==> config.mk <==
export PLATFORM = sky130hd
export DESIGN_NAME = game_ctrl_flat
export DESIGN_NICKNAME = d
export VERILOG_FILES = /design/src/rtl/game_ctrl_pkg.sv /design/src/rtl/game_ctrl_if.sv /design/src/rtl/game_ctrl_tick_gen.sv /design/src/rtl/game_ctrl.sv /design/src/flat_wrapper.sv
export SDC_FILE = /design/constraint.sdc
export NUM_CORES = 1
export LEC_CHECK = 0
export BUFFER_PORTS_ARGS = -buffer_cell sky130_fd_sc_hd__clkbuf_2
export CAP_MARGIN = 25
export CELL_PAD_IN_SITES_DETAIL_PLACEMENT = 0
export CELL_PAD_IN_SITES_GLOBAL_PLACEMENT = 2
export CORE_AREA = 5 5 135 137
export DETAILED_ROUTE_END_ITERATION = 10
export DIE_AREA = 0 0 140 142
export PLACE_DENSITY_LB_ADDON = 0.1
export SETUP_SLACK_MARGIN = 0.3
export SLEW_MARGIN = 20
export SYNTH_ARGS = -nofsm -noshare
export SYNTH_HDL_FRONTEND = slang
export SYNTH_SLANG_ARGS = --single-unit
==> constraint.sdc <==
create_clock -name clk -period 2.4 [get_ports clk]
set_clock_uncertainty 0.1 [all_clocks]
set_input_delay 0 -clock clk [delete_from_list [all_inputs] [get_ports clk]]
set_output_delay 0 -clock clk [all_outputs]
set_load 0.02 [all_outputs]
==> src/rtl/game_ctrl_pkg.sv <==
// Shared definitions for the typing-game controller and its datapath:
// state encodings, control-key scan codes, and the per-mode value limits.
package game_ctrl_pkg;

    typedef enum logic [1:0] {
        ST_SELECT    = 2'd0,
        ST_COUNTDOWN = 2'd1,
        ST_INGAME    = 2'd2,
        ST_FINISH    = 2'd3
    } game_state_e;

    // Full 9-bit scan codes; bit 8 marks the E0-extended set
    localparam logic [8:0] KEY_ENTER = 9'h05A;
    localparam logic [8:0] KEY_ESC   = 9'h076;
    localparam logic [8:0] KEY_UP    = 9'h175;
    localparam logic [8:0] KEY_DOWN  = 9'h172;
    localparam logic [8:0] KEY_LEFT  = 9'h16B;
    localparam logic [8:0] KEY_RIGHT = 9'h174;

    localparam logic MODE_WORDS = 1'b1;
    localparam logic MODE_TIMED = 1'b0;

    // Word-count game limits
    localparam logic [6:0] WORDS_MIN  = 7'd10;
    localparam logic [6:0] WORDS_MAX  = 7'd50;
    localparam logic [6:0] WORDS_STEP = 7'd5;
    localparam logic [6:0] WORDS_DEF  = 7'd20;

    // Timed game limits (seconds)
    localparam logic [6:0] SECS_MIN  = 7'd15;
    localparam logic [6:0] SECS_MAX  = 7'd60;
    localparam logic [6:0] SECS_STEP = 7'd15;
    localparam logic [6:0] SECS_DEF  = 7'd30;

    function automatic logic [6:0] default_value(input logic mode);
        return (mode == MODE_WORDS) ? WORDS_DEF : SECS_DEF;
    endfunction

    // One UP/DOWN step, saturating at the mode's limits
    function automatic logic [6:0] step_value(input logic mode, input logic up,
                                              input logic [6:0] v);
        logic [6:0] lo;
        logic [6:0] hi;
        logic [6:0] st;
        lo = (mode == MODE_WORDS) ? WORDS_MIN  : SECS_MIN;
        hi = (mode == MODE_WORDS) ? WORDS_MAX  : SECS_MAX;
        st = (mode == MODE_WORDS) ? WORDS_STEP : SECS_STEP;
        if (up) begin
            return (v > hi - st) ? hi : v + st;
        end
        return (v < lo + st) ? lo : v - st;
    endfunction

endpackage

==> src/rtl/game_ctrl_if.sv <==
// Bundle between the game controller and its surroundings: keyboard decoder
// inputs, the datapath finish flag, and the state/mode/value outputs.
// master = controller side, slave = keyboard/datapath side.
interface game_ctrl_if;
    logic [127:0] key_down;
    logic [8:0]   last_change;
    logic         key_valid;
    logic         finish;
    logic [1:0]   state;
    logic         mode;
    logic [6:0]   value;
    logic [1:0]   cd_sec;
    logic         state_chg;

    modport master (
        input  key_down, last_change, key_valid, finish,
        output state, mode, value, cd_sec, state_chg
    );

    modport slave (
        output key_down, last_change, key_valid, finish,
        input  state, mode, value, cd_sec, state_chg
    );
endinterface

==> src/rtl/game_ctrl_tick_gen.sv <==
// Free-running divider producing a one-cycle tick every CLK_HZ/TICK_HZ clocks.
module tick_gen #(
    parameter int CLK_HZ  = 100_000_000,
    parameter int TICK_HZ = 100
) (
    input  logic clk,
    input  logic rst_n,
    output logic tick
);
    localparam int DIV   = CLK_HZ / TICK_HZ;
    localparam int DIV_W = (DIV > 1) ? $clog2(DIV) : 1;

    logic [DIV_W-1:0] div_q, div_d;

    // Wrap the divider at DIV-1; the wrap cycle is the tick
    always_comb begin
        tick  = (div_q == DIV_W'(DIV - 1));
        div_d = tick ? '0 : div_q + DIV_W'(1);
    end

    // Divider register
    always_ff @(posedge clk or negedge rst_n) begin
        if (!rst_n) div_q <= '0;
        else        div_q <= div_d;
    end
endmodule

==> src/rtl/game_ctrl.sv <==
// Typing-game sequencer: SELECT -> COUNTDOWN -> INGAME -> FINISH.
// Owns mode/value selection, decodes control keys, runs the countdown.
// Optional feature macro AUTO_RETURN_EN: FINISH returns to SELECT on its own
// after RESULT_SEC seconds (keys still exit early).
module game_ctrl
    import game_ctrl_pkg::*;
#(
    parameter int CLK_HZ  = 100_000_000,
    parameter int TICK_HZ = 100,
    parameter int CD_SEC  = 3
`ifdef AUTO_RETURN_EN
    , parameter int RESULT_SEC = 10
`endif
) (
    input  logic         clk,
    input  logic         rst_n,
    game_ctrl_if.master  gif
);
    localparam int CD_TICKS = CD_SEC * TICK_HZ;
`ifdef AUTO_RETURN_EN
    localparam int HOLD_TICKS = RESULT_SEC * TICK_HZ;
    localparam int CNT_MAX    = (HOLD_TICKS > CD_TICKS) ? HOLD_TICKS : CD_TICKS;
`else
    localparam int CNT_MAX    = CD_TICKS;
`endif
    localparam int CNT_W = $clog2(CNT_MAX + 1);

    game_state_e       state_q, state_d;
    logic              mode_q, mode_d;
    logic [6:0]        value_q, value_d;
    logic [CNT_W-1:0]  cnt_q, cnt_d;
    logic              state_chg_q, state_chg_d;
    logic              held_q, held_d;

    logic              tick;
    logic              press;
    logic              k_enter, k_esc, k_up, k_down, k_side;
    logic [CNT_W-1:0]  cnt_dec;
    logic [CNT_W:0]    cd_round;

    tick_gen #(
        .CLK_HZ  (CLK_HZ),
        .TICK_HZ (TICK_HZ)
    ) u_tick (
        .clk   (clk),
        .rst_n (rst_n),
        .tick  (tick)
    );

    // Key decode: a press is a fresh strobe on a key that was not already held
    always_comb begin
        held_d  = gif.key_down[gif.last_change[6:0]];
        press   = gif.key_valid & held_d & ~held_q;
        k_enter = press && (gif.last_change == KEY_ENTER);
        k_esc   = press && (gif.last_change == KEY_ESC);
        k_up    = press && (gif.last_change == KEY_UP);
        k_down  = press && (gif.last_change == KEY_DOWN);
        k_side  = press && ((gif.last_change == KEY_LEFT) ||
                            (gif.last_change == KEY_RIGHT));
    end

    // Next state, mode/value selection and countdown/hold counter
    always_comb begin
        state_d = state_q;
        mode_d  = mode_q;
        value_d = value_q;
        cnt_d   = cnt_q;
        cnt_dec = (cnt_q == '0) ? '0 : cnt_q - CNT_W'(1);

        case (state_q)
            ST_SELECT: begin
                if (k_enter) begin
                    state_d = ST_COUNTDOWN;
                    cnt_d   = CNT_W'(CD_TICKS);
                end else if (k_up) begin
                    value_d = step_value(mode_q, 1'b1, value_q);
                end else if (k_down) begin
                    value_d = step_value(mode_q, 1'b0, value_q);
                end else if (k_side) begin
                    mode_d  = ~mode_q;
                    value_d = default_value(~mode_q);
                end
            end
            ST_COUNTDOWN: begin
                if (k_esc) begin
                    state_d = ST_SELECT;
                    cnt_d   = '0;
                end else if (tick) begin
                    // The tick that drains the counter to zero ends the countdown
                    cnt_d = cnt_dec;
                    if (cnt_dec == '0) state_d = ST_INGAME;
                end
            end
            ST_INGAME: begin
                if (k_esc) begin
                    state_d = ST_SELECT;
                end else if (gif.finish) begin
                    state_d = ST_FINISH;
`ifdef AUTO_RETURN_EN
                    cnt_d   = CNT_W'(HOLD_TICKS);
`endif
                end
            end
            ST_FINISH: begin
                if (k_esc || k_enter) begin
                    state_d = ST_SELECT;
                    cnt_d   = '0;
`ifdef AUTO_RETURN_EN
                end else if (tick) begin
                    cnt_d = cnt_dec;
                    if (cnt_dec == '0) state_d = ST_SELECT;
`endif
                end
            end
            default: state_d = ST_SELECT;
        endcase

        state_chg_d = (state_d != state_q);
    end

    // Control registers
    always_ff @(posedge clk or negedge rst_n) begin
        if (!rst_n) begin
            state_q     <= ST_SELECT;
            mode_q      <= MODE_WORDS;
            value_q     <= WORDS_DEF;
            cnt_q       <= '0;
            state_chg_q <= 1'b0;
            held_q      <= 1'b0;
        end else begin
            state_q     <= state_d;
            mode_q      <= mode_d;
            value_q     <= value_d;
            cnt_q       <= cnt_d;
            state_chg_q <= state_chg_d;
            held_q      <= held_d;
        end
    end

    // Seconds remaining, rounded up, shown only during the countdown
    always_comb begin
        cd_round = ({1'b0, cnt_q} + (CNT_W+1)'(TICK_HZ - 1)) / (CNT_W+1)'(TICK_HZ);
        gif.cd_sec = (state_q == ST_COUNTDOWN) ? 2'(cd_round) : 2'd0;
    end

    assign gif.state     = state_q;
    assign gif.mode      = mode_q;
    assign gif.value     = value_q;
    assign gif.state_chg = state_chg_q;

endmodule

==> src/flat_wrapper.sv <==
// flat-port wrapper written by rule: the top's interface ports become plain ports
module game_ctrl_flat import game_ctrl_pkg::*;
#(
    parameter int CLK_HZ  = 100_000_000,
    parameter int TICK_HZ = 100,
    parameter int CD_SEC  = 3

)
  (clk, rst_n, gif_key_down, gif_last_change, gif_key_valid, gif_finish, gif_state, gif_mode, gif_value, gif_cd_sec, gif_state_chg);
  game_ctrl_if gif_i ();
  input  logic clk;
  input  logic rst_n;
  input wire logic [$bits(gif_i.key_down)-1:0] gif_key_down;
  input wire logic [$bits(gif_i.last_change)-1:0] gif_last_change;
  input wire logic [$bits(gif_i.key_valid)-1:0] gif_key_valid;
  input wire logic [$bits(gif_i.finish)-1:0] gif_finish;
  output wire logic [$bits(gif_i.state)-1:0] gif_state;
  output wire logic [$bits(gif_i.mode)-1:0] gif_mode;
  output wire logic [$bits(gif_i.value)-1:0] gif_value;
  output wire logic [$bits(gif_i.cd_sec)-1:0] gif_cd_sec;
  output wire logic [$bits(gif_i.state_chg)-1:0] gif_state_chg;
  assign gif_i.key_down = gif_key_down;
  assign gif_i.last_change = gif_last_change;
  assign gif_i.key_valid = gif_key_valid;
  assign gif_i.finish = gif_finish;
  assign gif_state = gif_i.state;
  assign gif_mode = gif_i.mode;
  assign gif_value = gif_i.value;
  assign gif_cd_sec = gif_i.cd_sec;
  assign gif_state_chg = gif_i.state_chg;
  game_ctrl #(.CLK_HZ(CLK_HZ), .TICK_HZ(TICK_HZ), .CD_SEC(CD_SEC)) u_core (.clk(clk), .rst_n(rst_n), .gif(gif_i));
endmodule
==> impl_metrics.env <==
export IMPL_rsz0062_at_grt="true"
export IMPL_violations="setup timing"
export IMPL_yosysTopAreaCellShare=0.215
export IMPL_drt_total_wl_mm=16.2
export IMPL_syn_nets=656
export IMPL_cp_num_buf_inv=4
export IMPL_synth_top_area_cell="dfrtp_1"
export IMPL_grt_max_degree=29
export IMPL_vias_per_cell=4.99
export IMPL_ys_ff_latch=41
export IMPL_worstSkewPairLatency_ns=0.29
export IMPL_slew_viol_final=0
export IMPL_cpLargestDelayFamily="compound AO/OA/AOI/OAI gates"
export IMPL_final_common_cell="clkbuf_2"
export IMPL_track_usage=0.160
export IMPL_grt_pass1_vias=5196
export IMPL_leakage_nw=3.00
export IMPL_final_antenna_net_count=0
export IMPL_power_density_nw_per_um2=580
export IMPL_cts_max_path_buffers=2
export IMPL_critPathKind="flip-flop to output pin"
export IMPL_path_cells="inv_2 -> ha_4 -> nand4b_1 -> buf_6 -> buf_4 -> nor2_1 -> a22oi_1 -> nor2_1 -> o22a_1 -> a221o_1 -> a211oi_2 -> o311a_1 -> clkbuf_8"
export IMPL_die_x_um=140
export IMPL_ys_flop_type="dfrtp_1"
export IMPL_drt_iter0_drc=237
export IMPL_ys_types=81
export IMPL_internal_power_mw=2.48
export IMPL_fin_nets=889
export IMPL_ir_drop_mv=0.291
export IMPL_p_comb_frac=0.580
export IMPL_post_dp_hpwl_mm=13.2
export IMPL_syn_inst=505
export IMPL_status="complete, but fails checks"
export IMPL_initial_core_util=0.262
export IMPL_maxCapViolCount=0
export IMPL_async_flop_share=1.00
export IMPL_antenna_found_initial=0
export IMPL_numPortBuffers=153
export IMPL_place_ws_ns=-0.103
export IMPL_worst_setup_path_start_kind="flip-flop"
export IMPL_cts_tree="yes"
export IMPL_yosys_warnings=0
export IMPL_areaGrowthSynthToFinish_pct=56.8
export IMPL_cp_end_kind="output pin"
export IMPL_core_area_um2=16900
export IMPL_clk_pin_slew_worst_paths_ns=0.06
export IMPL_seq_area_frac_synth=0.232
export IMPL_crit_path_max_fanout=7
export IMPL_fin_crit_ns=2.79
export IMPL_worst_ep_arrival_time_ns=2.69
export IMPL_finalSetupViolCount=4
export IMPL_min_period_over_period=1.16
export IMPL_cts_sinks=41
export IMPL_ios=154
export IMPL_rows=48
export IMPL_dr_pass1_iters=4
export IMPL_cts_made_buffers=5
export IMPL_synth_area_top_cells="dfrtp_1 (21%), mux4_2 (9.1%), nand2_1 (4.3%)"
export IMPL_switching_share=0.384
export IMPL_crit_required_ns=2.30
export IMPL_die_area_um2=19900
export IMPL_seqPwrFrac=0.222
export IMPL_fin_ws_ns=-0.387
export IMPL_drive_gt1_frac=0.530
export IMPL_synth_edf_count=0
export IMPL_hp_class="primary input to flip-flop"
export IMPL_diodes=0
export IMPL_avgSynthCellArea_um2=8.78
export IMPL_worst_path_most_repeated_cell="nor2_1"
export IMPL_htreeDepth=2
export IMPL_slew_headroom=0.607
export IMPL_synthesis_area_um2=4430
export IMPL_die_y_um=142
export IMPL_drc=0
export IMPL_cts_root_buf="clkbuf_16"
export IMPL_final_cell_mix="clkbuf_2 (149), buf_4 (87), nand2_1 (50)"
export IMPL_worst_path_max_delay_cell="dfrtp_1"
export IMPL_finalHoldViolations=0
export IMPL_fin_hold_ws_ns=0.0255
export IMPL_num_vias=4810
export IMPL_postLayoutCoreUtil=0.410
export IMPL_power_switching_mw=1.55
export IMPL_clkPwrFrac=0.197
export IMPL_gr_total_overflow=0
export IMPL_worst_pin_slew_ns=0.575
export IMPL_grt_pass1_wl_mm=26.3
export IMPL_slowest_delay_ns=0.39
export IMPL_place_congestion=0.784
export IMPL_fmax_mhz=359
export IMPL_wl_per_cell_um=16.8
-- stage by stage --
step / power, mW / cells / area, um2 / TNS [ns]
2_1_floorplan: 1.98 / 505 / 4560 / 0
3_3_place_gp: 2.84 / 932 / 6050 / -0.833
3_5_place_dp: 2.82 / 932 / 6050 / -0.926
4_1_cts: 3.75 / 948 / 6550 / -0.672
5_1_grt: 4.30 / 964 / 6950 / -1.30
6_report: 4.03 / 964 / 6950 / -0.710
-- flip-flops by register name, indices dropped and copies added, names as in the netlist --
register	flops
u_core.cnt_q	9
u_core.gif.mode	1
u_core.gif.state	2
u_core.gif.state_chg	1
u_core.gif.value	7
u_core.held_q	1
u_core.u_tick.div_q	20
-- area by class of cell --
cell class                 count  area (um2)
timing repair buffer         259        1770
sequential                    41        1030
fill                        1770        9990
clock inverter                 1        30.0
clock buffer                   7         143
inverter                      17        73.8
tap                          225         282
multi-input combinational    414        3610
-- synthesized netlist by cell type (12+ instances only) --
library cell  instances
nand3_1              21
nor2_1               42
clkbuf_1             21
xnor2_1              17
nor4_1               13
mux4_2               18
inv_1                17
nor2b_1              15
dfrtp_1              38
a21oi_1              29
nand2_1              51
o21ai_0              21
a211oi_1             12
-- power by group through the flow --
stage	Clock, mW	Sequential, mW	Combinational [mW]
after floorplan	0	0.845	1.14
after CTS	0.821	0.889	2.04
final	0.795	0.896	2.34
after global routing	0.857	0.906	2.54
after global placement	0	0.896	1.94
after detailed placement	0	0.894	1.92
-- layer usage --
| metal | global-route usage | share of wire |
|---|---|---|
| met1 | 0.189 | 0.41 |
| met4 | 0.0280 | 0.012 |
| met5 | 0 | 0 |
| met2 | 0.302 | 0.53 |
| met3 | 0.0316 | 0.048 |
-- kinds of logic (layout without fill, tap and decap cells) --
| family | Yosys count | after routing | synth area share |
|---|---|---|---|
| multiplexers | 42 | 42 | 0.168 |
| AO/OA/AOI/OAI | 132 | 132 | 0.223 |
| adder cells (fa/ha/maj) | 10 | 10 | 0.0316 |
| buffers and inverters | 50 | 284 | 0.0551 |
| AND/OR/NAND/NOR | 204 | 204 | 0.239 |
| flip-flops | 41 | 41 | 0.232 |
| XOR/XNOR | 26 | 26 | 0.0514 |
-- final timing paths --
kind	end	from	slack, ns	cells after the start
worst max-delay path	gif_cd_sec[0]	u_core.cnt_q[1]$_DFFE_PN0P_	-0.39	13
worst max register to register	u_core.gif.state_chg$_DFF_PN0_	u_core.cnt_q[4]$_DFFE_PN0P_	-0.07	10
worst min-delay path	u_core.gif.state_chg$_DFF_PN0_	gif_finish	0.03	4
min in group asynchronous	u_core.cnt_q[1]$_DFFE_PN0P_	rst_n	0.08	2
worst min register to register	u_core.u_tick.div_q[0]$_DFF_PN0_	u_core.u_tick.div_q[0]$_DFF_PN0_	0.38	1
max in group asynchronous	u_core.gif.value[2]$_DFFE_PN1P_	rst_n	1.35	3
-- worst min-delay path, stage by stage --
cell and delay (ns):
clkbuf_2 0.09, nor3b_1 0.04, a21oi_1 0.11, o32a_1 0.13
-- timing repair --
action                                 in CTS  in global routing
pin swaps                                  24                 37
setup endpoints to repair                  21                 26
resized for setup                          48                 59
setup buffers                               6                 15
endpoints found under the hold margin      13                  0
gates cloned                                1                  1
hold buffers                                1                  0
No activity file was read; power rests on OpenSTA's default activity.
